`config.mk`:
```
export PLATFORM = sky130hd
export DESIGN_NAME = led_strip_ctrl
export DESIGN_NICKNAME = d
export VERILOG_FILES = /design/src/rtl/led_strip_pkg.sv /design/src/rtl/led_hue_wheel.sv /design/src/rtl/led_strip_ctrl.sv
export SDC_FILE = /design/constraint.sdc
export NUM_CORES = 2
export LEC_CHECK = 0
export CELL_PAD_IN_SITES_DETAIL_PLACEMENT = 0
export CELL_PAD_IN_SITES_GLOBAL_PLACEMENT = 1
export CORE_MARGIN = 2
export CORE_UTILIZATION = 40
export DETAILED_ROUTE_END_ITERATION = 7
export GPL_TIMING_DRIVEN = 0
export PLACE_DENSITY_LB_ADDON = 0.1
export SLEW_MARGIN = 20
export SYNTH_ARGS = -nofsm -noshare
export SYNTH_HDL_FRONTEND = slang
export SYNTH_SLANG_ARGS = --single-unit
```
`constraint.sdc`:
```
create_clock -name clk_i -period 9.8 [get_ports clk_i]
set_input_delay 2.94 -clock clk_i [delete_from_list [all_inputs] [get_ports clk_i]]
set_output_delay 2.94 -clock clk_i [all_outputs]
set_load 0.02 [all_outputs]
```
`src/rtl/led_strip_pkg.sv`:
```
// Shared definitions for the LED-strip controller: op-code values, the mode
// encoding, the 24-bit colour type and the solid-colour palette.
package led_strip_pkg;

  localparam logic [3:0] OP_NOP         = 4'd0;
  localparam logic [3:0] OP_POWER_ON    = 4'd1;
  localparam logic [3:0] OP_MODE_NEXT   = 4'd2;
  localparam logic [3:0] OP_MODE_PREV   = 4'd3;
  localparam logic [3:0] OP_COLOR_NEXT  = 4'd4;
  localparam logic [3:0] OP_COLOR_UNDO  = 4'd5;
  localparam logic [3:0] OP_BRIGHT_UP   = 4'd6;
  localparam logic [3:0] OP_BRIGHT_DOWN = 4'd7;
  // op-codes 8..15 are SET_COLOR with the palette index in op[2:0]

  typedef enum logic [1:0] {
    MODE_SOLID   = 2'd0,
    MODE_BLINK   = 2'd1,
    MODE_RAINBOW = 2'd2,
    MODE_CHASE   = 2'd3
  } mode_e;

  typedef logic [23:0] rgb_t;  // {R,G,B}

  localparam rgb_t SOLID_PALETTE [8] = '{
    24'hFF0000,  // red
    24'h00FF00,  // green
    24'h0000FF,  // blue
    24'hFFFF00,  // yellow
    24'hFF6400,  // orange
    24'hFF00FF,  // pink
    24'h6400FF,  // purple
    24'hFFFFFF   // white
  };

endpackage

```
`src/rtl/led_hue_wheel.sv`:
```
// Combinational hue wheel: 8-bit hue -> fully saturated RGB.
// Three sectors of 85 steps (R->G, G->B, B->R), each channel ramping by 3/step.
// Ports: hue_i (8b hue), rgb_o (24b {R,G,B}).
module led_hue_wheel
  import led_strip_pkg::*;
(
  input  logic [7:0] hue_i,
  output rgb_t       rgb_o
);

  logic [7:0] off;
  logic [7:0] up;
  logic [7:0] dn;

  always_comb begin
    off   = hue_i;
    rgb_o = '0;
    if (hue_i >= 8'd170)     off = hue_i - 8'd170;
    else if (hue_i >= 8'd85) off = hue_i - 8'd85;
    // off <= 85, so 3*off still fits in 8 bits
    up = {off[6:0], 1'b0} + off;
    dn = 8'd255 - up;
    if (hue_i < 8'd85)       rgb_o = {dn, up, 8'h00};
    else if (hue_i < 8'd170) rgb_o = {8'h00, dn, up};
    else                     rgb_o = {up, 8'h00, dn};
  end

endmodule

```
`src/rtl/led_strip_ctrl.sv`:
```
// LED-strip controller: accepts 4-bit op-codes over valid/ready, keeps
// power/mode/colour/brightness state and renders NUM_LEDS x 24-bit frames
// animated by a tick prescaler.
// Ports: clk_i, rst_n_i (async, active low); cmd_valid_i/cmd_ready_o/op_code_i
// command handshake; strip_o (LED i at [24*i+:24]); mode_o, color_code_o,
// brightness_o, powered_o state; frame_tick_o one-cycle pulse per tick.
// Build option: STRIP_FADE_EN -- brightness_o glides one level per FADE_DIV
// ticks toward a target set by the brightness commands.
//
// mode    | meaning
// SOLID   | every LED shows the palette colour
// BLINK   | palette colour on odd phase, dark on even phase
// RAINBOW | LED i shows hue phase*8 + i*HUE_STEP
// CHASE   | only LED (phase mod NUM_LEDS) lit with the palette colour
module led_strip_ctrl
  import led_strip_pkg::*;
#(
  parameter int NUM_LEDS = 10,
  parameter int BRIGHT_W = 3,
  parameter int TICK_DIV = 4,
  parameter int HUE_STEP = 25
`ifdef STRIP_FADE_EN
  ,
  parameter int FADE_DIV = 2
`endif
) (
  input  logic                     clk_i,
  input  logic                     rst_n_i,
  input  logic                     cmd_valid_i,
  output logic                     cmd_ready_o,
  input  logic [3:0]               op_code_i,
  output logic [NUM_LEDS*24-1:0]   strip_o,
  output logic [1:0]               mode_o,
  output logic [2:0]               color_code_o,
  output logic [BRIGHT_W-1:0]      brightness_o,
  output logic                     powered_o,
  output logic                     frame_tick_o
);

  localparam logic [BRIGHT_W-1:0] BRIGHT_MAX = '1;
  localparam int PRESC_W = (TICK_DIV > 1) ? $clog2(TICK_DIV) : 1;

  logic                   cmd_ready_q;
  logic                   powered_q, powered_d;
  mode_e                  mode_q, mode_d;
  logic [2:0]             color_q, color_d;
  logic [2:0]             prev_q, prev_d;
  logic [BRIGHT_W-1:0]    bright_q, bright_d;
  logic [BRIGHT_W-1:0]    lvl_cur, lvl_nxt;
  logic [PRESC_W-1:0]     presc_q, presc_d;
  logic [7:0]             phase_q, phase_d;
  logic                   frame_tick_q;
  logic [NUM_LEDS*24-1:0] strip_q, strip_d;
  logic                   accept, tick, mode_chg;

  assign accept = cmd_valid_i && cmd_ready_q;
  assign tick   = (presc_q == PRESC_W'(TICK_DIV - 1));

  function automatic logic [7:0] scale(input logic [7:0] c, input logic [BRIGHT_W-1:0] b);
    logic [8+BRIGHT_W:0] p;
    p = {{(BRIGHT_W+1){1'b0}}, c} * {8'h00, {1'b0, b} + {{BRIGHT_W{1'b0}}, 1'b1}};
    return 8'(p >> BRIGHT_W);
  endfunction

  // Brightness commands act on the target level when fading, else directly.
`ifdef STRIP_FADE_EN
  localparam int FADE_W = (FADE_DIV > 1) ? $clog2(FADE_DIV) : 1;
  logic [BRIGHT_W-1:0] bright_tgt_q;
  logic [FADE_W-1:0]   fade_cnt_q, fade_cnt_d;
  assign lvl_cur = bright_tgt_q;

  always_comb begin
    bright_d   = bright_q;
    fade_cnt_d = fade_cnt_q;
    if (tick) begin
      if (fade_cnt_q == FADE_W'(FADE_DIV - 1)) begin
        fade_cnt_d = '0;
        if (bright_q < bright_tgt_q)      bright_d = bright_q + 1'b1;
        else if (bright_q > bright_tgt_q) bright_d = bright_q - 1'b1;
      end else begin
        fade_cnt_d = fade_cnt_q + 1'b1;
      end
    end
  end

  always_ff @(posedge clk_i or negedge rst_n_i) begin
    if (!rst_n_i) begin
      bright_tgt_q <= BRIGHT_MAX;
      fade_cnt_q   <= '0;
    end else begin
      bright_tgt_q <= lvl_nxt;
      fade_cnt_q   <= fade_cnt_d;
    end
  end
`else
  assign lvl_cur  = bright_q;
  assign bright_d = lvl_nxt;
`endif

  always_comb begin
    powered_d = powered_q;
    mode_d    = mode_q;
    color_d   = color_q;
    prev_d    = prev_q;
    lvl_nxt   = lvl_cur;
    mode_chg  = 1'b0;
    if (accept) begin
      if (op_code_i == OP_POWER_ON) begin
        powered_d = 1'b1;
        mode_d    = MODE_SOLID;
        color_d   = 3'd0;
        prev_d    = 3'd0;
        lvl_nxt   = BRIGHT_MAX;
      end else if (powered_q) begin
        if (op_code_i[3]) begin
          if (op_code_i[2:0] != color_q) begin
            prev_d  = color_q;
            color_d = op_code_i[2:0];
          end
        end else begin
          case (op_code_i)
            OP_NOP: ;
            OP_MODE_NEXT: begin
              mode_d   = mode_e'(mode_q + 2'd1);
              mode_chg = 1'b1;
            end
            OP_MODE_PREV: begin
              mode_d   = mode_e'(mode_q - 2'd1);
              mode_chg = 1'b1;
            end
            OP_COLOR_NEXT: begin
              prev_d  = color_q;
              color_d = color_q + 3'd1;
            end
            OP_COLOR_UNDO:  color_d = prev_q;
            OP_BRIGHT_UP:   if (lvl_cur != BRIGHT_MAX) lvl_nxt = lvl_cur + 1'b1;
            OP_BRIGHT_DOWN: if (lvl_cur != '0) lvl_nxt = lvl_cur - 1'b1;
            default: ;
          endcase
        end
      end
    end
  end

  // A mode change restarts the animation; a tick landing on that edge is lost.
  always_comb begin
    presc_d = tick ? '0 : presc_q + 1'b1;
    phase_d = phase_q;
    if (mode_chg)  phase_d = '0;
    else if (tick) phase_d = phase_q + 8'd1;
  end

  logic [8:0] chase_idx;
  assign chase_idx = {1'b0, phase_q} % 9'(NUM_LEDS);

  for (genvar g = 0; g < NUM_LEDS; g++) begin : g_led
    logic [7:0] hue;
    rgb_t       hue_rgb;
    rgb_t       raw;

    assign hue = {phase_q[4:0], 3'b000} + 8'(g * HUE_STEP);

    led_hue_wheel u_hue (
      .hue_i (hue),
      .rgb_o (hue_rgb)
    );

    always_comb begin
      raw = '0;
      case (mode_q)
        MODE_SOLID:   raw = SOLID_PALETTE[color_q];
        MODE_BLINK:   raw = phase_q[0] ? SOLID_PALETTE[color_q] : '0;
        MODE_RAINBOW: raw = hue_rgb;
        MODE_CHASE:   raw = (chase_idx == 9'(g)) ? SOLID_PALETTE[color_q] : '0;
        default:      raw = '0;
      endcase
    end

    assign strip_d[24*g +: 24] = powered_q ?
        {scale(raw[23:16], bright_q), scale(raw[15:8], bright_q), scale(raw[7:0], bright_q)} : 24'h0;
  end

  always_ff @(posedge clk_i or negedge rst_n_i) begin
    if (!rst_n_i) begin
      cmd_ready_q  <= 1'b1;
      powered_q    <= 1'b0;
      mode_q       <= MODE_SOLID;
      color_q      <= 3'd0;
      prev_q       <= 3'd0;
      bright_q     <= BRIGHT_MAX;
      presc_q      <= '0;
      phase_q      <= '0;
      frame_tick_q <= 1'b0;
      strip_q      <= '0;
    end else begin
      cmd_ready_q  <= !accept;
      powered_q    <= powered_d;
      mode_q       <= mode_d;
      color_q      <= color_d;
      prev_q       <= prev_d;
      bright_q     <= bright_d;
      presc_q      <= presc_d;
      phase_q      <= phase_d;
      frame_tick_q <= tick && !mode_chg;
      strip_q      <= strip_d;
    end
  end

  assign cmd_ready_o  = cmd_ready_q;
  assign strip_o      = strip_q;
  assign mode_o       = mode_q;
  assign color_code_o = color_q;
  assign brightness_o = bright_q;
  assign powered_o    = powered_q;
  assign frame_tick_o = frame_tick_q;

endmodule

```
==> reports/metrics.yaml <==
setup_path:
  end_kind: "flop"
  cp_common_cell: "a21o_1"
  slowest_delay_ns: 0.60
  cp_data_arrival_time_ns: 10.02
  critical_path_class: "flop to flop"
  cp.buffers_inverters: 5
  rr_worst_depth: 36
  critPathMaxFanout: 14
  start_kind: "flop"
  critPathTopFamily: "compound AO/OA/AOI/OAI gates"
  crit_slowest_cell: "dfrtp_4"
  crit_cells: 36
  crit_required_ns: 10.26
floorplanning:
  core_sq_um: 110800
  initial_utilization_pct: 40.37
  die-area_sq_um: 114500
  fp.dieH_um: 338.4
  rows: 122
  die_w_um: 338.4
  ios: 258
hold_path:
  hold_path_depth: 1
  hold_class: "flop to flop"
place:
  port-buffer-count: 257
  dpl_cell_area_sq_um: 49860
  gp_congestion: 1.041
  dp_hpwl_mm: 178.6
cts:
  htreeDepth: 2
  path_clk_slew_ns: 0.06
  cts_tree: "done"
  clockBufferDepth: 3
  cts.sinks: 264
  cts-root-buf: "clkbuf_16"
  clock_latency_ns: 0.61
  numCtsBuffers: 34
  postCtsHoldBufs: 0
global_routing:
  antenna_found_initial: 17
  grt_usage_pct: 37.47
  grt_start_max_net_pins: 99
  grt_pass1_wl_mm: 309.1
  first_global_vias: 42050
  overflow: 0
yosys:
  synth_area_sq_um: 44740
  synth_top_area_share_pct: 16.61
  synth-main-ff-cell: "dfrtp_1"
  yosysSeqAreaShare_pct: 14.78
  synthArstFlopShare_pct: 100.0
  synth_seq_cells: 264
  yosysTopAreaCell: "ha_1"
  yosysWarningCount: 0
  synth-edff-count: 0
  syn_avg_cell_area_sq_um: 7.728
  synth_fp_nets: 6752
  ys_types: 99
  synthTopCellsByArea: "ha_1, fa_1, dfrtp_1, nor2_1, inv_1"
  syn_inst: 5789
route:
  detail-route-antenna-nets: 0
  drt_iter0_drc: 4574
  drt_pass1_iterations: 6
  num_vias: 43730
  drc: 0
  routed_wl_mm: 218.7
  detail_route.wl_per_cell_um: 28.59
  vias_per_cell: 5.717
sta:
  hold_violations: 0
  holdWs_ns: 0.4288
  period_needed_ns: 9.561
  rsz0062_at_grt: "true"
  skew_ns: 0.02118
  setup_viol: 0
  post-route-period-util_pct: 97.56
  worst_slew_pin_slew_ns: 1.285
  final-max-slew-violation-count: 0
  slew-limit-headroom_pct: 14.34
  fmax_mhz: 104.6
final_layout:
  final_layout_size_suffix_gt1_share_pct: 5.770
  multiInputGateArea_sq_um: 34810
  design_area_sq_um: 51660
  syn2layout_area_growth_pct: 15.48
  nets: 7091
  nFillCells: 11410
  ff_latch_area_sq_um: 6618
run_status:
  outcome: "completed"
run:
  maxCapViolations: 0
-- layout make-up --
cell class              instances  area share (%)
clock buffers                  45           1.908
repair buffers                306           6.464
multi-input cells            4532           67.38
flip-flops and latches        264           12.81
diodes                          8         0.03875
inverters                     733           5.360
plain buffers                 257           2.129
clock inverters                16          0.3052
well taps                    1488           3.604
-- path summary, 6_finish.rpt --
check / from / to / slack (ns)
max: phase_q[0] / strip_o[159] / 0.24
min: presc_q[0] / presc_q[0] / 0.43
max reg2reg: phase_q[0] / strip_o[159] / 0.24
min reg2reg: presc_q[0] / presc_q[0] / 0.43
max in group asynchronous: rst_n_i / strip_o[123] / 6.49
min in group asynchronous: rst_n_i / strip_o[43] / 2.33
-- logic make-up after synthesis --
kind of cell               Yosys count  synth area share [%]
adders and majority gates          957                 32.83
muxes                               22                0.5062
xor gates and xnor gates           257                 5.031
buffers and inverters              993                 8.396
AOI/OAI and AO/OA                 1180                 16.40
and+or+nand+nor                   2116                 22.05
DFF                                264                 14.78
-- metal layers --
layer / vias up / share of wire (%) / GRT usage, %
met5: - / 0.0059 / 0
met4: 2 / 5.1 / 16.26
li1: 19810 / - / -
met1: 21360 / 43 / 51.63
met3: 405 / 9.3 / 6.986
met2: 2147 / 43 / 57.21
-- timing repair --
item	CTS	global route
endpoints found under the setup margin	228	75
resized for setup	55	72
setup buffers	5	18
pin swaps	2	7
gates cloned	0	0
-- flip-flops by register name, summed over array words and instances (netlist names) --
name	count
strip_o	240
brightness_o	3
prev_q	3
presc_q	2
frame_tick_o	1
color_code_o	3
powered_o	1
cmd_ready_o	1
phase_q	8
mode_o	2
-- cell usage in the layout (no fill, tap or decap), types with 16 or more instances in the layout --
master / netlist / layout
clkbuf_16: 0 / 37
or3_1: 31 / 31
ha_1: 594 / 590
buf_1: 23 / 17
a21oi_1: 433 / 420
nand4_1: 19 / 19
o21bai_1: 26 / 26
and2_1: 174 / 174
nand3_1: 123 / 121
mux2i_1: 17 / 17
nor2_1: 787 / 775
nand2b_1: 109 / 109
o21a_1: 21 / 20
a21o_1: 120 / 120
clkdlybuf4s50_1: 0 / 256
inv_1: 728 / 726
xor2_1: 85 / 83
a211oi_1: 31 / 29
fa_1: 362 / 361
dfrtp_1: 260 / 257
o211ai_1: 30 / 30
a31oi_1: 30 / 30
buf_4: 3 / 27
nor4_1: 30 / 29
xnor2_1: 172 / 171
o31ai_1: 19 / 16
and3_1: 53 / 53
o21ai_1: 35 / 32
clkbuf_2: 1 / 57
or2_2: 47 / 47
clkbuf_1: 220 / 164
nor3_1: 137 / 130
nor2b_1: 68 / 68
nand2_1: 479 / 478
o21ai_0: 249 / 242
-- through the flow --
step	setup WS (ns)	utilization, %	TNS (ns)	instances
after floorplan	1.315	-	0	5789
after global placement	-5.439	44.37	-1725.06	7534
after detailed placement	-2.125	44.99	-205.88	7560
after CTS	-0.02126	46.21	-0.04948	7624
after global routing	-0.1002	46.60	-0.1695	7641
final	0.2387	46.62	0	7649
-- cell usage after synthesis, drive strengths merged (10+ instances only) --
cell type  instances
or3               31
a221oi            13
a2111oi           13
and4              10
o21bai            26
mux2i             17
inv              730
a211oi            31
xnor2            172
a41oi             14
nor2b             68
nor2             787
a21oi            436
o211ai            31
nor4              31
o22ai             13
o311ai            15
nand3            125
xor2              85
o31a              10
nor3b             16
or2               49
nand2b           109
a21boi            13
o31ai             27
and3              53
clkbuf           221
nand2            479
dfrtp            260
a31oi             31
o21a              21
ha               594
fa               362
a21o             120
and2             175
o21ai            286
nand4             19
buf               39
nor3             138
Power is left out: the tool's default activity adds up to more than one toggle a clock period on the data nets, which glitch-free logic cannot reach.
